--- src/rtl/seq_div.sv ---
// Sequential restoring divider: DW-bit dividend / VW-bit divisor, one quotient bit per clock.
// Optional two's-complement operation is enabled by defining SEQ_DIV_SIGNED_EN.
module seq_div #(
  parameter int DW = 16,
  parameter int VW = 8,
  parameter int CW = 5
) (
  input  logic          clk,
  input  logic          reset,
  input  logic          start,
  input  logic [DW-1:0] dividend,
  input  logic [VW-1:0] divisor,
  output logic [DW-1:0] q,
  output logic [VW-1:0] r,
  output logic          rdy,
  output logic          busy,
  output logic          div_by_zero
);

  typedef enum logic [1:0] {
    S_IDLE = 2'd0,
    S_RUN  = 2'd1,
    S_DONE = 2'd2
  } state_t;

  state_t        r_state;
  state_t        w_state_nxt;

  logic [DW-1:0] r_sr;
  logic [VW-1:0] r_rem;
  logic [VW-1:0] r_dvs;
  logic [CW-1:0] r_cnt;
  logic [DW-1:0] r_q;
  logic [VW-1:0] r_r;
  logic          r_rdy;
  logic          r_busy;
  logic          r_dbz;

  logic          w_accept;
  logic          w_dvs_zero;
  logic          w_last;
  logic [DW-1:0] w_dd_mag;
  logic [VW-1:0] w_dv_mag;
  logic [VW:0]   w_t;
  logic          w_ge;
  logic [VW-1:0] w_rem_nxt;
  logic [DW-1:0] w_sr_nxt;
  logic [DW-1:0] w_q_fin;
  logic [VW-1:0] w_r_fin;

  assign w_accept   = start && (r_state != S_RUN);
  assign w_dvs_zero = (divisor == '0);
  assign w_last     = (r_state == S_RUN) && (r_cnt == CW'(DW - 1));

`ifdef SEQ_DIV_SIGNED_EN
  logic w_dd_neg;
  logic w_dv_neg;
  logic r_neg_q;
  logic r_neg_r;

  assign w_dd_neg = dividend[DW-1];
  assign w_dv_neg = divisor[VW-1];
  // The most-negative dividend maps to 2**(DW-1), which still fits as an unsigned magnitude.
  assign w_dd_mag = w_dd_neg ? (~dividend + DW'(1)) : dividend;
  assign w_dv_mag = w_dv_neg ? (~divisor + VW'(1)) : divisor;
`else
  assign w_dd_mag = dividend;
  assign w_dv_mag = divisor;
`endif

  // One restoring step: the shifted remainder needs VW+1 bits before the compare, but the
  // difference is below the divisor whenever it is taken, so VW bits of it suffice.
  assign w_t       = {r_rem, r_sr[DW-1]};
  assign w_ge      = (w_t >= {1'b0, r_dvs});
  assign w_rem_nxt = w_ge ? (w_t[VW-1:0] - r_dvs) : w_t[VW-1:0];
  assign w_sr_nxt  = {r_sr[DW-2:0], w_ge};

`ifdef SEQ_DIV_SIGNED_EN
  assign w_q_fin = r_neg_q ? (~w_sr_nxt + DW'(1)) : w_sr_nxt;
  assign w_r_fin = r_neg_r ? (~w_rem_nxt + VW'(1)) : w_rem_nxt;
`else
  assign w_q_fin = w_sr_nxt;
  assign w_r_fin = w_rem_nxt;
`endif

  // NOTE: the next-state value is given its default before the case so no path leaves it
  // unassigned; otherwise synthesis infers a latch to hold the old value.
  always_comb begin
    w_state_nxt = r_state;
    case (r_state)
      S_IDLE, S_DONE: begin
        if (start) begin
          w_state_nxt = w_dvs_zero ? S_DONE : S_RUN;
        end
      end
      S_RUN: begin
        if (w_last) begin
          w_state_nxt = S_DONE;
        end
      end
      default: w_state_nxt = S_IDLE;
    endcase
  end

  // NOTE: every register here is written with <= so all of them sample their inputs at the
  // same edge; a blocking = would let later statements see values updated this cycle.
  always_ff @(posedge clk) begin
    if (reset) begin
      r_state <= S_IDLE;
      r_sr    <= '0;
      r_rem   <= '0;
      r_dvs   <= '0;
      r_cnt   <= '0;
      r_q     <= '0;
      r_r     <= '0;
      r_rdy   <= 1'b0;
      r_busy  <= 1'b0;
      r_dbz   <= 1'b0;
`ifdef SEQ_DIV_SIGNED_EN
      r_neg_q <= 1'b0;
      r_neg_r <= 1'b0;
`endif
    end else begin
      r_state <= w_state_nxt;
      if (w_accept) begin
        r_sr  <= w_dd_mag;
        r_dvs <= w_dv_mag;
        r_rem <= '0;
        r_cnt <= '0;
        r_rdy <= 1'b0;
        r_dbz <= 1'b0;
`ifdef SEQ_DIV_SIGNED_EN
        r_neg_q <= w_dd_neg ^ w_dv_neg;
        r_neg_r <= w_dd_neg;
`endif
        if (w_dvs_zero) begin
          r_q   <= '1;
          r_r   <= dividend[VW-1:0];
          r_dbz <= 1'b1;
          r_rdy <= 1'b1;
        end else begin
          r_busy <= 1'b1;
        end
      end else if (r_state == S_RUN) begin
        r_sr  <= w_sr_nxt;
        r_rem <= w_rem_nxt;
        r_cnt <= r_cnt + CW'(1);
        if (w_last) begin
          r_q    <= w_q_fin;
          r_r    <= w_r_fin;
          r_rdy  <= 1'b1;
          r_busy <= 1'b0;
        end
      end
    end
  end

  assign q           = r_q;
  assign r           = r_r;
  assign rdy         = r_rdy;
  assign busy        = r_busy;
  assign div_by_zero = r_dbz;

  // Restoring invariant: the partial remainder never reaches the divisor while iterating.
  a_rem_lt_dvs: assert property (@(posedge clk) disable iff (reset)
    (r_state == S_RUN) |-> (r_rem < r_dvs));

  a_rdy_busy_excl: assert property (@(posedge clk) disable iff (reset)
    !(r_rdy && r_busy));

  a_busy_run: assert property (@(posedge clk) disable iff (reset)
    r_busy == (r_state == S_RUN));

endmodule
--- config.mk ---
export PLATFORM = sky130hd
export DESIGN_NAME = seq_div
export DESIGN_NICKNAME = d
export VERILOG_FILES = /design/src/rtl/seq_div.sv
export SDC_FILE = /design/constraint.sdc
export NUM_CORES = 1
export LEC_CHECK = 0
export BUFFER_PORTS_ARGS = -buffer_cell sky130_fd_sc_hd__buf_2
export CORE_ASPECT_RATIO = 1.2
export CORE_MARGIN = 2
export CORE_UTILIZATION = 29
export DETAILED_ROUTE_END_ITERATION = 12
export GPL_TIMING_DRIVEN = 0
export PLACE_DENSITY = 0.53
export SYNTH_ARGS = -nofsm -noshare
export SYNTH_HDL_FRONTEND = slang
export SYNTH_SLANG_ARGS = --single-unit
--- constraint.sdc ---
create_clock -name clk -period 4.21 [get_ports clk]
set_input_delay 0 -clock clk [delete_from_list [all_inputs] [get_ports clk]]
set_output_delay 0 -clock clk [all_outputs]
set_load 0.01 [all_outputs]
* After elaboration in Yosys (flattened, before gate mapping)
Index checks and enable logic that the tools add are counted.
Operators by class: order comparisons 1, add/subtract/negate cells 2, multiply operators 0, shift-type cells 0, reduce and logical (&&, ||, !) cells 12, eq/ne operators 8, div/mod/pow operators 0, multiplexer cells 23, bitwise logic cells 0
Operators by type and width (count):
- $mux W16 | 6
- $mux W8 | 5
- $ge A9 B8 Y1 | 1
- $logic_not A8 Y1 | 1
- $mux W1 | 8
- $sub A8 B8 Y8 | 1
- $mux W2 | 3
- $ne A2 B2 Y1 const B | 3
- $reduce_and A3 Y1 | 2
- $add A5 B1 Y5 const B | 1
- $eq A5 B4 Y1 const B | 1
- $ne A2 B1 Y1 const B | 2
- $pmux W2 S2 | 1
- $reduce_and A2 Y1 | 2
- $reduce_bool A2 Y1 | 2
- $reduce_or A2 Y1 | 2
- $eq A2 B1 Y1 const B | 1
- $eq A2 B2 Y1 const B | 1
- $logic_and A1 B1 Y1 | 2
- $logic_not A2 Y1 | 1
Storage, ports and cells: latch bits 0, register bits after elaboration 66, RAM bits 0, input bits 27, bits in read-only memories 0, memories kept 0

* Longest topological paths before layout
Gate-level depths: netlist of the first run.
depth in word-level cells 5, depth in mapped cells 9, depth with buffers taken out 9

* Worst setup path before layout of the first run
Ideal clock, no wire load.
path type flip-flop to flip-flop, start point reg r_dvs[4], end point reg r_r[0], in the netlist r[0], required time 4134 ps, stages on the path, launching flop included 9, period minus slack after synthesis 1914 ps, arrival 1838 ps, path slack 2296 ps, library setup time 76 ps, path buffers 0, cells stage by stage dfxtp_1 -> inv_1 -> ha_1 -> a21o_1 -> a31o_1 -> o221ai_4 -> nand2_4 -> mux2_4 -> o22ai_1
Between the ends: word-level cells in the longest chain between the ends 5
Ends and longest elaborated chain:
- start, declared | line 31 | logic [VW-1:0] r_dvs;
- start signal, assigned | line 127 | r_dvs <= w_dv_mag;
- $ge A9 B8 Y1 | line 74 | assign w_ge = (w_t >= {1'b0, r_dvs});
- $mux W8 | line 75 | assign w_rem_nxt = w_ge ? (w_t[VW-1:0] - r_dvs) : w_t[VW-1:0];
- $mux W8 | line 148 | if (w_last) begin
- $mux W8 | line 144 | end else if (r_state == S_RUN) begin
- $mux W8 | line 125 | if (w_accept) begin
- end signal, assigned | line 138 | r_r <= dividend[VW-1:0];
- end signal, assigned | line 150 | r_r <= w_r_fin;
- end, declared | line 34 | logic [VW-1:0] r_r;
No other way between the ends. The select of a mux whose other input is x is not followed. A chain may end at the register's enable or synchronous reset.

* Worst setup path after layout of the first run
start point reg r_dvs[4], end point reg r_r[3], in the netlist r[3]
Same word-level chain as after synthesis.

==> metrics.md, run 1 <==
| Metric | Value |
|---|---|
| Run status | completed |
| Transition time at the pin with the least slew margin | 0.603 ns |
| Switching power of the nets | 451 uW |
| Final HPWL DP | 5920 um |
| Clock share of power | 48.2% |
| Peak supply drop | 0.000156 V |
| Met3 Use GR | 4.61% |
| Routed wire per std cell | 14.1 um |
| Cell area after technology mapping | 0.00307 sq mm |
| Post-place setup slack | 2.03 ns |
| Filler instances | 1085 |
| Global Route Usage Sum | 14.6% |
| Number of cells upsized or downsized after cts | 0 |
| Pin count of the biggest net entering global routing | 12 |
| Number of slew-limit violations in the final report | 0 |
| Die X | 97.9 um |
| Most common cell after layout, fill and taps aside | sky130_fd_sc_hd__dfxtp_1 |
| R2R Path End | r[3]$_SDFFE_PP0P_ |
| Setup Fix Bufs, Post-CTS | 0 |
| Remaining DRCs | 0 |
| Max clock buf depth | 2 |
| Finished Layout Cells | 570 |
| # Max-Cap Violations | 0 |
| Largest fanout of any net on the critical path | 10 |
| FF-to-FF path depth | 8 |
| Instance count of the mapped netlist | 364 |
| Initial core utilization | 29.5% |
| Number of warning messages in the yosys log | 0 |
| Count of unique library cells instantiated by Yosys | 41 |
| Cell-by-cell listing of the critical path | inv_1 -> ha_1 -> a21o_1 -> a31o_1 -> o221ai_4 -> nand2_4 -> mux2i_1 -> o22ai_1 |
| RSZ-0062 raised after global routing | no |
| Final setup margin | 2.02 ns |
| Synth Net Count | 402 |
| Number of global-route vias before repair | 2672 |
| Clock transition at path regs | 0.06 ns |
| Nets | 474 |
| Minimum setup slack among reg-to-reg paths | 2.02 ns |
| Total global routing overflow | 0 |
| Reg-to-reg critical path startpoint | r_dvs[4]$_SDFFE_PP0P_ |
| Dominant register cell in the synthesized netlist | sky130_fd_sc_hd__dfxtp_1 |
| Portion of the clock cycle consumed by the worst path in the final layout | 52.1% |
| Detailed-router iteration count before antenna repair | 4 |
| End point of the worst hold path | r_sr[10]$_SDFFE_PP0P_ |
| Cell-internal power | 1.38 mW |
| Antenna Violating Nets Remaining | 0 |
| Required arrival time at the worst endpoint | 4.41 ns |
| Utilization after layout | 37.7% |
| Clock buffers created by TritonCTS | 9 |
| Die height | 117 um |
| Number of top-level pins | 54 |
| Highest achievable clock rate | 456 MHz |
| Critical path capture point type | flop |
| Routing usage on met1 | 16.5% |
| Antenna cell count | 0 |
| Root cell of the clock tree | sky130_fd_sc_hd__clkbuf_16 |
| TritonCTS clock tree | yes |
| Final Skew | 0.00718 ns |
| Total routed wirelength | 8030 um |
| Post-layout min period | 2.19 ns |
| Sinks on Clock Net | 66 |
| Routability congestion estimate from global placement | 0.855 |
| Placed Instances | 546 |
| Post-Route Hold Slack | 0.0237 ns |
| Share of total power in sequential cells | 36.9% |
| Number of buffers inserted for hold repair after clock tree synthesis | 8 |
| Area added between synthesis and finish | 28.0% |
| Sw Ratio | 24.7% |
| Hold path depth | 3 |
| Number of endpoints with negative hold slack in the final report | 0 |
| Number of H-tree levels | 3 |
| Met2 GRT Util | 26.0% |
| Hold Startpoint | dividend[10] |
| Row Count | 41 |
| Post-Syn Area per Cell | 8.43 sq um |
| Type of the worst setup path | reg -> reg |
| Sequential share of the synthesized area | 43.0% |
| Wire length of the first global-routing pass | 13000 um |
| Area used by sequential logic in the layout | 0.00132 sq mm |
| Share of layout cells above drive strength 1 | 18.6% |
| Area enclosed by the die boundary | 0.0114 sq mm |
| Latest clock arrival within the worst-skew pair | 0.33 ns |
| Delay of the slowest cell on the worst path | 0.33 ns |
| Detailed Route Iter0 Violations | 154 |
| Number of vias per cell | 4.78 |
| Setup TNS | 0 ns |
| Number of antenna violations at the first check in global routing | 0 |
| Worst setup path startpoint | r_dvs[4]$_SDFFE_PP0P_ |
| Leakage dissipation | 1.67 nW |
| Count of flip-flops with a built-in enable after synthesis | 0 |
| Kind of launch point of the worst setup path | flop |
| Type of the tightest min-delay check | in -> reg |
| # port buffers | 53 |
| Worst-case headroom to the max-slew limit | 58.7% |
| PwrDens | 465 mW/mm^2 |
| Total setup violations reported at the end of the flow | 0 |
| Std-Cell Core Area | 0.0104 sq mm |
| Flops & latches, synth | 66 |
| Count of vias placed by the detailed router | 2725 |
| Worst path slowest cell | sky130_fd_sc_hd__dfxtp_1 |
| Async SR Flop Fraction | 0% |
| Commonest cells after routing, fill and taps aside | sky130_fd_sc_hd__dfxtp_1 (66), sky130_fd_sc_hd__nor2_1 (63), sky130_fd_sc_hd__buf_2 (55) |
| Busiest grt layer | met2 |
| Critical Path AT | 2.39 ns |
| Combinational power share | 14.9% |
| Multi-input combinational cell area | 0.00160 sq mm |
==> cell type report <==
| class | count | share of cell area [%] |
|---|---|---|
| Buffer | 22 | 2.45 |
| Clock buffer | 11 | 6.43 |
| Multi-Input combinational cell | 263 | 40.8 |
| Timing Repair Buffer | 61 | 8.79 |
| Sequential cell | 66 | 33.6 |
| Clock inverter | 5 | 2.55 |
| Inverter | 13 | 1.24 |
| Tap cell | 129 | 4.11 |
==> power by group through the flow <==
stage / sequential (mW) / clock [mW] / combinational, mW
CTS: 0.675 / 0.894 / 0.273
global route: 0.679 / 0.922 / 0.300
detailed placement: 0.688 / 0 / 0.265
global placement: 0.688 / 0 / 0.262
finish: 0.675 / 0.880 / 0.272
floorplan: 0.683 / 0 / 0.194
==> synthesized netlist by cell type (3+ instances only) <==
cell type                  count  area share, %
sky130_fd_sc_hd__nand3_1       3           0.49
sky130_fd_sc_hd__a21o_1        4           0.98
sky130_fd_sc_hd__nor3_1       17            2.8
sky130_fd_sc_hd__inv_1        13            1.6
sky130_fd_sc_hd__buf_1         4           0.49
sky130_fd_sc_hd__dfxtp_1      66             43
sky130_fd_sc_hd__a211oi_1     20            4.9
sky130_fd_sc_hd__xnor2_1       3           0.86
sky130_fd_sc_hd__o21ai_1       9            1.5
sky130_fd_sc_hd__buf_4         3           0.73
sky130_fd_sc_hd__mux2i_1      22            7.2
sky130_fd_sc_hd__o21ai_0       9            1.5
sky130_fd_sc_hd__clkbuf_1     13            1.6
sky130_fd_sc_hd__a21oi_1      25            4.1
sky130_fd_sc_hd__and3_1        5            1.0
sky130_fd_sc_hd__ha_1         10            4.1
sky130_fd_sc_hd__xor2_1        3           0.86
sky130_fd_sc_hd__nor2_1       63            7.7
sky130_fd_sc_hd__o22ai_1       5            1.0
sky130_fd_sc_hd__nand2b_1      4           0.82
sky130_fd_sc_hd__nand2_1      36            4.4
==> stage by stage <==
stage	instance area [sq um]	total power, mW
after floorplan	3070	0.878
after global placement	3500	0.950
after detailed placement	3500	0.953
after CTS	3930	1.84
after global routing	3930	1.90
final	3930	1.83
==> how the worst max path moves through the flow <==
stage                        endpoint  slack, ns  cells after the start
floorplan           r[0]$_SDFFE_PP0P_       2.30                      8
global placement    r[3]$_SDFFE_PP0P_       2.07                      8
detailed placement  r[3]$_SDFFE_PP0P_       2.03                      8
CTS                 r[3]$_SDFFE_PP0P_       2.01                      8
global route        r[3]$_SDFFE_PP0P_       1.89                      8
finish              r[3]$_SDFFE_PP0P_       2.02                      8
==> per-layer routing <==
layer / vias up / wire length [um]
met5: - / 0
met4: 0 / 134
met3: 12 / 360
met2: 60 / 4070
met1: 1244 / 3470
li1: 1409 / -
==> registers in the layout, indices dropped and copies added (netlist names) <==
register / cells
rdy: 1
div_by_zero: 1
r: 8
r_dvs: 8
q: 16
r_sr: 16
busy: 1
r_cnt: 5
r_rem: 8
r_state: 2
==> kinds of logic after synthesis <==
logic type                 count (synthesis)  share of synthesized area [%]
buffers and inverters                     35                           4.73
xor gates and xnor gates                   6                           1.71
muxes                                     24                           8.15
AOI/OAI and AO/OA                         84                           17.7
adders and majority gates                 11                           4.73
and+or+nand+nor                          138                           19.9
DFF                                       66                           43.0
==> critical path: cells and delay by family, from the launching register on <==
family          cells  cell delay [ns]
compound gates      4             0.85
flops               1             0.33
fa+ha+maj           1             0.32
mux                 1             0.30
simple gates        1             0.18
buf+inv             1             0.05
(Power assumes the default switching activity.)
==> run 2: changes to the inputs <==
==> constraint.sdc (replaced) <==
create_clock -name clk -period 2.2 [get_ports clk]
set_input_delay 0 -clock clk [delete_from_list [all_inputs] [get_ports clk]]
set_output_delay 0 -clock clk [all_outputs]
set_load 0.01 [all_outputs]
==> run 2 against run 1 <==
Sequential cell count unchanged. Via count increased by 2.0%. Clock power increased by 91%. Cell count increased by 1.1%. Critical endpoint is now r_rem[6]$_SDFFE_PP0P_.
==> metrics.md, run 2 (synthesized netlist as in run 1, its figures left out) <==
| Metric | Value |
|---|---|
| Run status | completed |
| Global Route Usage Sum | 14.6% |
| Antenna Violating Nets Remaining | 0 |
| Peak supply drop | 0.000301 V |
| Std-Cell Core Area | 0.0104 sq mm |
| Total routed wirelength | 8210 um |
| Cell-internal power | 2.68 mW |
| Detailed-router iteration count before antenna repair | 4 |
| Detailed Route Iter0 Violations | 146 |
| Clock share of power | 47.2% |
| PwrDens | 892 mW/mm^2 |
| Initial core utilization | 29.5% |
| Total global routing overflow | 0 |
| TritonCTS clock tree | yes |
| Hold path depth | 3 |
| Final setup margin | 0.0753 ns |
| Clock transition at path regs | 0.05 ns |
| Type of the tightest min-delay check | in -> reg |
| Final Skew | 0.00764 ns |
| Minimum setup slack among reg-to-reg paths | 0.08 ns |
| Busiest grt layer | met2 |
| Antenna cell count | 0 |
| Number of top-level pins | 54 |
| End point of the worst hold path | r_sr[10]$_SDFFE_PP0P_ |
| Total setup violations reported at the end of the flow | 0 |
| Wire length of the first global-routing pass | 13000 um |
| Number of endpoints with negative hold slack in the final report | 0 |
| Highest achievable clock rate | 471 MHz |
| Area added between synthesis and finish | 30.4% |
| Placed Instances | 546 |
| Max clock buf depth | 2 |
| Kind of launch point of the worst setup path | flop |
| Share of layout cells above drive strength 1 | 20.8% |
| Switching power of the nets | 890 uW |
| Final HPWL DP | 5920 um |
| Number of H-tree levels | 3 |
| Die height | 117 um |
| Number of vias per cell | 4.83 |
| Critical path capture point type | flop |
| Delay of the slowest cell on the worst path | 0.31 ns |
| R2R Path End | r_rem[6]$_SDFFE_PP0P_ |
| Met3 Use GR | 4.61% |
| Area enclosed by the die boundary | 0.0114 sq mm |
| Pin count of the biggest net entering global routing | 12 |
| Combinational power share | 16.6% |
| Largest fanout of any net on the critical path | 2 |
| Cell-by-cell listing of the critical path | inv_1 -> ha_1 -> fa_2 -> nor2b_1 -> o31a_1 -> o21a_1 -> or3_1 -> a31oi_2 -> a21oi_1 |
| Post-layout min period | 2.12 ns |
| Type of the worst setup path | reg -> reg |
| Required arrival time at the worst endpoint | 2.40 ns |
| Worst path slowest cell | sky130_fd_sc_hd__dfxtp_1 |
| Count of vias placed by the detailed router | 2780 |
| Finished Layout Cells | 576 |
| Commonest cells after routing, fill and taps aside | sky130_fd_sc_hd__dfxtp_1 (66), sky130_fd_sc_hd__nor2_1 (63), sky130_fd_sc_hd__buf_2 (55) |
| Routing usage on met1 | 16.5% |
| Clock buffers created by TritonCTS | 9 |
| Critical Path AT | 2.33 ns |
| Number of slew-limit violations in the final report | 0 |
| Worst setup path startpoint | r_sr[15]$_SDFFE_PP0P_ |
| Latest clock arrival within the worst-skew pair | 0.34 ns |
| Share of total power in sequential cells | 36.2% |
| Nets | 480 |
| Sinks on Clock Net | 66 |
| Post-place setup slack | 0.0227 ns |
| Leakage dissipation | 1.70 nW |
| Met2 GRT Util | 26.0% |
| Number of global-route vias before repair | 2672 |
| Transition time at the pin with the least slew margin | 0.615 ns |
| Most common cell after layout, fill and taps aside | sky130_fd_sc_hd__dfxtp_1 |
| Routability congestion estimate from global placement | 0.855 |
| Hold Startpoint | dividend[10] |
| RSZ-0062 raised after global routing | no |
| # Max-Cap Violations | 0 |
| Routed wire per std cell | 14.3 um |
| Portion of the clock cycle consumed by the worst path in the final layout | 96.6% |
| Sw Ratio | 24.9% |
| Reg-to-reg critical path startpoint | r_sr[15]$_SDFFE_PP0P_ |
| Setup TNS | 0 ns |
| # port buffers | 53 |
| FF-to-FF path depth | 9 |
| Die X | 97.9 um |
| Number of antenna violations at the first check in global routing | 0 |
| Worst-case headroom to the max-slew limit | 58.0% |
| Root cell of the clock tree | sky130_fd_sc_hd__clkbuf_16 |
| Remaining DRCs | 0 |
| Row Count | 41 |
-- run 2: repair_timing --
action	4_1_cts	5_1_grt
endpoints found under the setup margin	0	13
hold endpoints to repair	8	0
buffers inserted	0	5
resized for setup	0	5
hold buffers	8	0
-- run 2: layer usage --
metal,vias to the layer above,part of all wire (%),routed length [um]
met4,0,1.5,126
met5,-,0,0
li1,1420,-,-
met2,71,51,4220
met1,1277,42,3430
met3,12,5.3,432
-- run 2: worst max path at each step --
| stage | endpoint | slack [ns] | cells after the start |
|---|---|---|---|
| floorplan | r[0]$_SDFFE_PP0P_ | 0.29 | 8 |
| global route | r_rem[6]$_SDFFE_PP0P_ | 0.001 | 9 |
| finish | r_rem[6]$_SDFFE_PP0P_ | 0.08 | 9 |
| global placement | r[3]$_SDFFE_PP0P_ | 0.06 | 8 |
| detailed placement | r[3]$_SDFFE_PP0P_ | 0.02 | 8 |
| CTS | r[3]$_SDFFE_PP0P_ | 0.001 | 8 |
-- run 2: critical path, delay by kind of cell (launching register included) --
family / cells / cell delay (ns)
and+or+nand+nor: 2 / 0.37
adders and majority gates: 2 / 0.42
buffers and inverters: 1 / 0.11
AOI/OAI and AO/OA: 4 / 0.77
DFF: 1 / 0.31
-- run 2: power groups by stage --
| stage | registers [mW] | logic [mW] | clock network, mW |
|---|---|---|---|
| global route | 1.30 | 0.644 | 1.76 |
| detailed placement | 1.32 | 0.507 | 0 |
| CTS | 1.29 | 0.521 | 1.71 |
| finish | 1.29 | 0.591 | 1.68 |
| global placement | 1.32 | 0.501 | 0 |
| floorplan | 1.31 | 0.372 | 0 |
-- run 2: through the flow --
step / instance area (sq um) / hold WS, ns / utilization (%) / power (mW)
floorplan: 3070 / 0.136 / - / 1.68
global placement: 3500 / 0.262 / 33.6 / 1.82
detailed placement: 3500 / 0.266 / 33.6 / 1.82
CTS: 3930 / 0.0145 / 37.7 / 3.52
global route: 4000 / 0.0404 / 38.4 / 3.71
finish: 4000 / 0.0227 / 38.4 / 3.57
-- run 2: final cells by class --
cell class / count / area (sq um)
fill: 1087 / 6410
tap: 129 / 161
timing repair buffer: 66 / 383
clock inverter: 5 / 100
inverter: 13 / 48.8
sequential: 66 / 1320
buffer: 22 / 96.3
multi-input combinational: 264 / 1640
clock buffer: 11 / 253
